<file path="src/rtl/ps2_device_tx.sv">
// PS/2 device-side transmitter: serialises one byte per handshake as an 11-bit
// frame, generating the PS/2 clock itself and backing off on host inhibit.
module ps2_device_tx #(
  parameter int unsigned HALF_CYC    = 2500,
  parameter int unsigned IDLE_CYC    = 2500,
  parameter int unsigned SYNC_MARGIN = 4
) (
  input  logic       clk,
  input  logic       reset,
  input  logic       en,
  input  logic [7:0] tx_data,
  input  logic       tx_valid,
  output logic       tx_ready,
  input  logic       ps2_clk_in,
  input  logic       ps2_data_in,
  output logic       ps2_clk_drv_low,
  output logic       ps2_data_drv_low,
  output logic       busy,
  output logic       aborted
);

  localparam int unsigned CNT_MAX = (IDLE_CYC > 2 * HALF_CYC) ? IDLE_CYC : 2 * HALF_CYC;
  localparam int unsigned CW      = $clog2(CNT_MAX + 1);

  localparam logic [CW-1:0] HALF_LAST = CW'(HALF_CYC - 1);
  localparam logic [CW-1:0] HOLD_LAST = CW'(2 * HALF_CYC - 1);
  localparam logic [CW-1:0] IDLE_LAST = CW'(IDLE_CYC - 1);
  localparam logic [CW-1:0] MARGIN    = CW'(SYNC_MARGIN);
  localparam logic [CW-1:0] CNT_ONE   = CW'(1);

  typedef enum logic [2:0] {
    S_IDLE,
    S_CHECK,
    S_BIT_HI,
    S_BIT_LO,
    S_HOLDOFF
  } state_t;

  state_t         state_q, state_d;
  logic [CW-1:0]  cnt_q, cnt_d;
  logic [3:0]     idx_q, idx_d;
  logic [7:0]     byte_q, byte_d;
  logic           clk_s1_q, clk_s_q;
  logic           dat_s1_q, dat_s_q;
  logic [10:0]    frame;
  logic           frame_bit;

  // Released lines read high, so the synchronisers come out of reset at 1.
  always_ff @(posedge clk or negedge reset) begin
    if (!reset) begin
      clk_s1_q <= 1'b1;
      clk_s_q  <= 1'b1;
      dat_s1_q <= 1'b1;
      dat_s_q  <= 1'b1;
      state_q  <= S_IDLE;
      cnt_q    <= '0;
      idx_q    <= '0;
      byte_q   <= '0;
    end else begin
      clk_s1_q <= ps2_clk_in;
      clk_s_q  <= clk_s1_q;
      dat_s1_q <= ps2_data_in;
      dat_s_q  <= dat_s1_q;
      state_q  <= state_d;
      cnt_q    <= cnt_d;
      idx_q    <= idx_d;
      byte_q   <= byte_d;
    end
  end

  assign tx_ready  = (state_q == S_IDLE) && en;
  assign busy      = (state_q != S_IDLE);
  assign frame     = {1'b1, ~^byte_q, byte_q, 1'b0};
  assign frame_bit = frame[idx_q];

  always_comb begin
    state_d          = state_q;
    cnt_d            = cnt_q;
    idx_d            = idx_q;
    byte_d           = byte_q;
    ps2_clk_drv_low  = 1'b0;
    ps2_data_drv_low = 1'b0;
    aborted          = 1'b0;

    case (state_q)
      S_IDLE: begin
        if (tx_valid && tx_ready) begin
          byte_d  = tx_data;
          cnt_d   = '0;
          state_d = S_CHECK;
        end
      end

      // Wait for both lines to stay high; a host request-to-send just stalls here.
      S_CHECK: begin
        if (clk_s_q && dat_s_q) begin
          if (cnt_q == IDLE_LAST) begin
            cnt_d   = '0;
            idx_d   = '0;
            state_d = S_BIT_HI;
          end else begin
            cnt_d = cnt_q + CNT_ONE;
          end
        end else begin
          cnt_d = '0;
        end
      end

      S_BIT_HI: begin
        ps2_data_drv_low = ~frame_bit;
        // Early cycles see our own low phase through the synchroniser, hence the mask.
        if ((cnt_q >= MARGIN) && !clk_s_q && (idx_q <= 4'd9)) begin
          ps2_data_drv_low = 1'b0;
          aborted          = 1'b1;
          cnt_d            = '0;
          state_d          = S_CHECK;
        end else if (cnt_q == HALF_LAST) begin
          cnt_d   = '0;
          state_d = S_BIT_LO;
        end else begin
          cnt_d = cnt_q + CNT_ONE;
        end
      end

      S_BIT_LO: begin
        ps2_clk_drv_low  = 1'b1;
        ps2_data_drv_low = ~frame_bit;
        if (cnt_q == HALF_LAST) begin
          cnt_d = '0;
          if (idx_q == 4'd10) begin
            state_d = S_HOLDOFF;
          end else begin
            idx_d   = idx_q + 4'd1;
            state_d = S_BIT_HI;
          end
        end else begin
          cnt_d = cnt_q + CNT_ONE;
        end
      end

      S_HOLDOFF: begin
        if (cnt_q == HOLD_LAST) begin
          cnt_d   = '0;
          state_d = S_IDLE;
        end else begin
          cnt_d = cnt_q + CNT_ONE;
        end
      end

      default: state_d = S_IDLE;
    endcase
  end

endmodule

</file>
<file path="config.mk">
export PLATFORM = sky130hd
export DESIGN_NAME = ps2_device_tx
export DESIGN_NICKNAME = d
export VERILOG_FILES = /design/src/rtl/ps2_device_tx.sv
export SDC_FILE = /design/constraint.sdc
export NUM_CORES = 1
export LEC_CHECK = 0
export CAP_MARGIN = 40
export CORE_ASPECT_RATIO = 0.6
export CORE_MARGIN = 4
export CORE_UTILIZATION = 30
export DETAILED_ROUTE_END_ITERATION = 10
export PLACE_DENSITY_LB_ADDON = 0.1
export SLEW_MARGIN = 10
export SYNTH_ARGS = -nofsm -noshare
export SYNTH_HDL_FRONTEND = slang
export SYNTH_SLANG_ARGS = --single-unit
</file>
<file path="constraint.sdc">
create_clock -name clk -period 2.9 [get_ports clk]
set_input_delay 0.58 -clock clk [delete_from_list [all_inputs] [get_ports clk]]
set_output_delay 0.58 -clock clk [all_outputs]
set_load 0.01 [all_outputs]
</file>
; Word-level counts from Yosys, hierarchy flattened
; Cells that the tools add are included.
[classes]
n_eq_ne = 14
n_mux = 27
order_cmp = 3
n_bitwise = 1
addsub = 2
n_reduce_logical = 15
[ops]
columns = op, count
row1 = $mux W13, 5
row2 = $pmux W13 S5, 1
row3 = $mux W3, 8
row4 = $mux W4, 4
row5 = $pmux W3 S5, 1
row6 = $add A13 B1 Y13 const B, 1
row7 = $eq A13 B12 Y1 const B, 1
row8 = $eq A13 B13 Y1 const B, 1
row9 = $ge A13 B3 Y1 const B, 1
row10 = $ne A2 B2 Y1 const B, 5
row11 = $pmux W4 S2, 1
row12 = $reduce_xnor A8 Y1, 1
row13 = $eq A3 B2 Y1 const B, 2
row14 = $reduce_and A6 Y1, 1
row15 = $logic_and A1 B1 Y1, 5
row16 = $lt A4 B5 Y1 const B, 1
row17 = $mux W1, 5
row18 = $reduce_and A5 Y1, 1
row19 = $reduce_bool A5 Y1, 1
row20 = $add A4 B1 Y4 const B, 1
row21 = $bmux W1 S4, 1
row22 = $eq A4 B4 Y1 const B, 1
row23 = $le A4 B4 Y1 const B, 1
row24 = $reduce_and A2 Y1, 2
row25 = 10 further kinds, 10
[word_totals]
input_bits = 14
word_cells = 70
out_inout_bits = 5
regBits = 32

; Depth between registers and ports, before layout
[logic_depth]
depth_word = 6
ltp_mapped = 10
mapped_depth_nobuf = 8

; Worst setup path after synthesis
; No wires, ideal clock.
[synth_timing]
kind = register to output
start = register idx_q[0]
end = output ps2_data_drv_low
arrival_time_ns = 1.888
n_path_buf = 1
path_stages_with_launch = 9
path_slack_ns = 0.432
required_ns = 2.320
path_cell_list = dfrtp_1 > clkbuf_1 > inv_1 > ha_1 > o21bai_1 > a21oi_1 > a21oi_1 > a21oi_1 > a311oi_1
[synth_between]
elab_chain_len = 5
elab_cells_between_ends = 7
classes_between = 1 x order compare / 4 x mux / 1 x bitwise / 1 x reduce/logical
[synth_rtl]
columns = element, line_no
row1 = from (decl), 41  ; logic [3:0] idx_q, idx_d;
row2 = from (signal assigned), 66  ; idx_q <= idx_d;
row3 = $bmux W1 S4, 74  ; assign frame_bit = frame[idx_q];
row4 = $mux W1 (not written as such), 74
row5 = $not A1 Y1, "110, 127"
row6 = $mux W1, 112  ; if ((cnt_q >= MARGIN) && !clk_s_q && (idx_q <= 4'd9)) begin
row7 = $pmux W1 S2 *, 85  ; case (state_q)
row8 = to (decl), 17  ; output logic ps2_data_drv_low,
; Mark *: on every way between the ends. The rest lies on a longest branch, timed or not. The select of a mux whose other input is x is not followed.

; Final worst setup path
[layout_timing]
start = register cnt_q[3]
end = output ps2_data_drv_low
[layout_between]
elab_chain_len = 5
[layout_rtl]
columns = element, line_no
row1 = from (decl), 40  ; logic [CW-1:0] cnt_q, cnt_d;
row2 = from (signal assigned), 65  ; cnt_q <= cnt_d;
row3 = $ge A13 B3 Y1, 112
row4 = $logic_and A1 B1 Y1 (2 in a row), 112
row5 = $mux W1, 112
row6 = $pmux W1 S2, 85
; Every way passes these cells.

==> metrics <==
HPWL after DPL=3220 um; crit path cell chain=nor4_4, nand4_2, a21oi_1, a21oi_1, a311oi_1, dlygate4sd2_1; outcome=finished clean; Final Cycle Share=between 90% and 100%; crit-path max cell delay=0.46 ns; EDFF count, synth=0; post-layout min period=2.73 ns; drt via density=4.93; proportion of layout cells with a drive suffix above 1=around a fifth; Iter 0 DRT Violations=54; GP Congestion=0.822; vias in the first global route=1,512; most used cell, CP=a21oi_1; number of H-tree levels=2; Seq/Total Area, Yosys=42.7%; wire per inst=about 15 um; final setup violation count=0; CP startpoint kind=flop; Synth-to-Final Area Change=23.0%; largest cells by area after synthesis=dfrtp_1, dfstp_2, mux2_2; max_slew headroom=between 50% and 60%; Die ar.=approximately 7700 um^2; Port-buffer cells=18; Final Cell Area=2320 um^2; initial antenna violation count=0; f_max=0.367 GHz; Worst Path Arrival=2.15 ns; via count=1,504; initial cell density of the core=~30%; I/O pins=19; total grt overflow=0; drt total wl=4440 um; synthesized area per cell=9.89 um^2; DRT Pass-1 Iters=4; area of the multi-input gates=1010 um^2; pins over their slew limit=0; Worst Setup End Kind=output pin; area share of the largest cell type after synthesis=37.1%; RSZ-0062 raised after global routing=false; DRC errors left=0; Syn Std Cell Area=roughly 1900 um^2; CTS tree=built; kind of cell adding the most delay to the critical path=compound AO/OA/AOI/OAI gates; Max Cap Viol=0; final core utilization=38.0%; clock slew at reported path FFs=0.07 ns; Pwr Density=just over 400 nW/um^2; diode count=0; num rows=22; Bufs and invs on worst path=1; post-synthesis async set-or-reset flop share=100%; Max IR drop VDD=0.172 mV; Synth area leader=dfrtp_1; synth unique cells=53; nets@finish=240; Synth Net Count=roughly 210; CP Class=flop to output pin; first-pass GRT wire length=7760 um; core footprint=6110 um^2; final hold vios=0; commonest register cell after synthesis=dfrtp_1; post-placement cell area=2190 um^2; CTS Sinks=32; largest net degree at the start of global routing=33; Max FO, Critical Path=6; #FFs+latches synth=32; die height=69.5 um; Max clock buf depth=2; Die W=110 um; worst hold slack=0.359 ns; clock latency on the worst-skew pair=between 0.2 and 0.3 ns; HP Class=flop to flop; Crit path required time=2.32 ns; Ys Warns=0; Sequential Area=about 810 um^2; worst-margin pin slew=roughly 0.64 ns; Routed Antenna Nets=0; Setup Skew=0.00513 ns; clk root buf=clkbuf_8; r2r setup slk=0.74 ns; fill count=623; slowest CP cell=dfrtp_1; leakage=0.997 nW; Synth Instances=between 150 and 200; total global-route track usage=12.6%; setup TNS=0 ns; CTS Buf Count=5
## cell usage after synthesis (2+ instances only)
cell	count
nor3b_1	2
ha_1	6
nand2b_1	2
dfrtp_1	28
clkbuf_1	4
a21oi_1	12
mux2_2	9
nor3_1	3
o21ai_2	3
and3_1	3
a31oi_1	2
inv_1	8
a21o_1	3
nand4_1	3
or4_1	2
nand2_1	17
mux2i_1	3
o22ai_1	2
xor2_1	5
o21ai_0	7
a211oi_1	3
nor2_1	15
nand3_1	8
dfstp_2	4
o31ai_1	2
xnor2_1	5
and2_1	3
buf_6	2
## cells in the final DEF (no fill, tap or decap), drive strengths merged, types with 4 or more instances in the layout
cell / instances
xnor2: 5
nor2: 16
clkdlybuf4s50: 17
nand4: 4
inv: 8
clkbuf: 5
ha: 6
nor3: 4
and2: 4
nand2: 17
dfrtp: 28
mux2: 9
nand3: 9
a21oi: 12
buf: 10
xor2: 5
dfstp: 4
o21ai: 11
## kinds of logic (layout without fill, tap and decap cells)
group	Yosys count	in the layout	synth area share (%)
AND/OR/NAND/NOR	72	72	21.4
buffers and inverters	14	44	3.58
AO/OA/AOI/OAI	44	44	15.6
multiplexers	13	13	8.15
flip-flops	32	32	42.7
adder cells (fa/ha/maj)	6	6	3.98
XOR/XNOR	10	10	4.64
## per-layer routing
layer  up-vias  global-route usage [%]  share of wire [%]
met3         7                    3.14                5.4
li1        755                       -                  -
met4         0                    4.92                1.8
met2        45                    17.1                 38
met1       697                    18.9                 55
met5         -                       0                  0
## flip-flops by register name, summed over array words and instances (netlist names)
| signal | cells |
|---|---|
| cnt_q | 13 |
| byte_q | 8 |
| idx_q | 4 |
| state_q | 3 |
| clk_s1_q | 1 |
| clk_s_q | 1 |
| dat_s1_q | 1 |
| dat_s_q | 1 |
## per-stage QoR
stage          instances  setup WS [ns]  total power [mW]
5_1_grt              305       0.000324             0.999
3_5_place_dp         294         0.0390             0.535
2_1_floorplan        191          0.432             0.501
3_3_place_gp         294          0.140             0.533
4_1_cts              305          0.171             0.978
6_report             305          0.175             0.962
## worst paths after layout
check                      cells after the start      from          endpoint
max                                            6  cnt_q[3]  ps2_data_drv_low
min                                            0  dat_s1_q           dat_s_q
max reg2reg                                    7  cnt_q[3]         cnt_q[11]
min reg2reg                                    0  dat_s1_q           dat_s_q
max in group asynchronous                      2     reset           clk_s_q
min in group asynchronous                      2     reset          idx_q[3]
## area by class of cell
cell class / instances / share of cell area, %
sequential: 32 / 34.8
inverter: 8 / 1.29
clock buffer: 5 / 2.96
tap: 84 / 4.53
timing repair buffer: 28 / 10.9
clock inverter: 3 / 1.83
multi-input combinational: 145 / 43.7
## where the power goes
part           switching (mW)  total (mW)  internal [mW]  leakage (nW)
logic                  0.0275      0.0605         0.0331         0.522
clock network           0.183       0.438          0.254        0.0541
registers             0.00720       0.464          0.457         0.421
total                   0.218       0.962          0.744         0.997
## what timing repair did
action	in CTS	in global routing
hold endpoints to repair	0	0
hold buffers	0	0
buffers inserted	3	0
endpoints found under the setup margin	1	0
resized for setup	2	0
Note: power is estimated with default switching activity, not from simulation.
==> patch: new RTL, same settings <==
Set the parameter `HALF_CYC` to 1250 (it was 2500).
--- a/src/rtl/ps2_device_tx.sv
+++ b/src/rtl/ps2_device_tx.sv
@@ -2,5 +2,5 @@
 // frame, generating the PS/2 clock itself and backing off on host inhibit.
 module ps2_device_tx #(
-  parameter int unsigned HALF_CYC    = 2500,
+  parameter int unsigned HALF_CYC    = 1250,
   parameter int unsigned IDLE_CYC    = 2500,
   parameter int unsigned SYNC_MARGIN = 4
Formal check against the unedited RTL: same outputs for any inputs over 10 cycles, from zero or initial values and one cycle with reset low; that may be too few to reach the edited logic, so the function may still have changed.
==> patch against the unedited design <==
Design area down 3.2%. Core utilization rose by 1.3 points. Area after synthesis down 3.6%. Non-clock buffer count decreased by 5. Setup slack better by 130 ps. Sequential cell count fell by 1. Routed wire length unchanged. Register-to-register slack gained 30 ps. Clock skew rose by 1.2 ps.
Power is not compared: it rests on default switching activity, and its combinational part moved more than twofold at a synthesized area within 25%.
==> patch: results (changes against the unedited design) <==
stage	metric	value	unit	change
sta	fmax	385	MHz	was 367 MHz
global_route	met2_usage	0.185		was 0.171
drt	dr_wl_met2	1.68	mm	about the same
global_route	grtUsageTotal	0.135		was 0.126
drt	post_drt_via_cell_ratio	4.94		was 4.93
drt	drt_iter0_drc	83		was 54
setup_path	crit_family	simple AND/OR/NAND/NOR gates		was compound AO/OA/AOI/OAI gates
setup_path	r2r_setup_slack	770	ps	was 740 ps
synth	postSynthAreaPerCell	9.53	µm²	was 9.89 µm²
clock_network	htreeDepth	2		unchanged
synth	synthesis.nets	212		was 211
global_route	met1_usage	0.202		was 0.189
sta	relSlewSlack	0.576		was 0.560
pwr	finalPower	2.03	mW	
layout	drive_gt1_frac	0.165		was 0.208
layout	area_growth	23.5	%	was 23.0%
synth	synth_common_cells	dfrtp_1, nand2_1, o21ai_0		was dfrtp_1, nand2_1, nor2_1
layout	top_regs	cnt_q x12, byte_q x8, idx_q x4		was cnt_q x13, byte_q x8, idx_q x4
layout	fillers	596		was 623
layout	num-nets-final	238		was 240
synth	synth_cell_types	42		was 53
drt	drt-met1-wl	2.53	mm	was 2.44 mm
global_route	grt_util_met3	0.0434		was 0.0314
synth	yosysSeqAreaShare	0.429		was 0.427
setup_path	setup.worst_path.start	cnt_q[9]		was cnt_q[3]
sta	finalClockSkew	6.33	ps	was 5.13 ps
run_status	status	finished clean		unchanged
setup_path	r2r_start	state_q[2]		was cnt_q[3]
placement	placed_cell_area	2110	µm²	was 2190 µm²
drt	totalWireLength	4.44	mm	unchanged
placement	hpwlAfterDp	3.38	mm	was 3.22 mm
setup_path	cp_max_fo	5		was 6
placement	io_buffer_count	18		unchanged
setup_path	r2r_cells	4		was 7
global_route	grt_max_degree	21		was 33
placement	dp.cells	288		was 294
placement	post-place-ws	144	ps	was 39.0 ps
global_route	grt_pass1_wl	7.55	mm	was 7.76 mm
drt	wl_met3	191	µm	was 238 µm
setup_path	worstPathArrival	2020	ps	was 2150 ps
pwr	p_sw_frac	0.377		
patch: layout make-up:
class | instances | share of cell area
Clock buffer | 6 | 0.0367
Clock inverter | 2 | 0.0156
Inverter | 9 | 0.0150
Multi-Input combinational cell | 147 | 0.443
Sequential cell | 31 | 0.348
Tap cell | 80 | 0.0445
Timing Repair Buffer | 23 | 0.0974
patch: cell families (layout without fill, tap and decap cells):
family,count (synthesis),in the layout,synth area share
xor+xnor,8,8,0.0385
buf+inv,13,40,0.0275
flops,31,31,0.429
fa+ha+maj,7,7,0.0481
mux,14,14,0.0914
simple gates,75,75,0.216
compound gates,43,43,0.149
patch: how the worst min path moves through the flow:
stage | to | start | slack [ps] | depth (start not counted)
2_1_floorplan | byte_q[0] | reset | 280 | 0
3_3_place_gp | clk_s_q | clk_s1_q | 350 | 0
3_5_place_dp | dat_s_q | dat_s1_q | 360 | 0
4_1_cts | clk_s_q | clk_s1_q | 370 | 0
5_1_grt | clk_s_q | clk_s1_q | 360 | 0
6_report | clk_s_q | clk_s1_q | 360 | 0
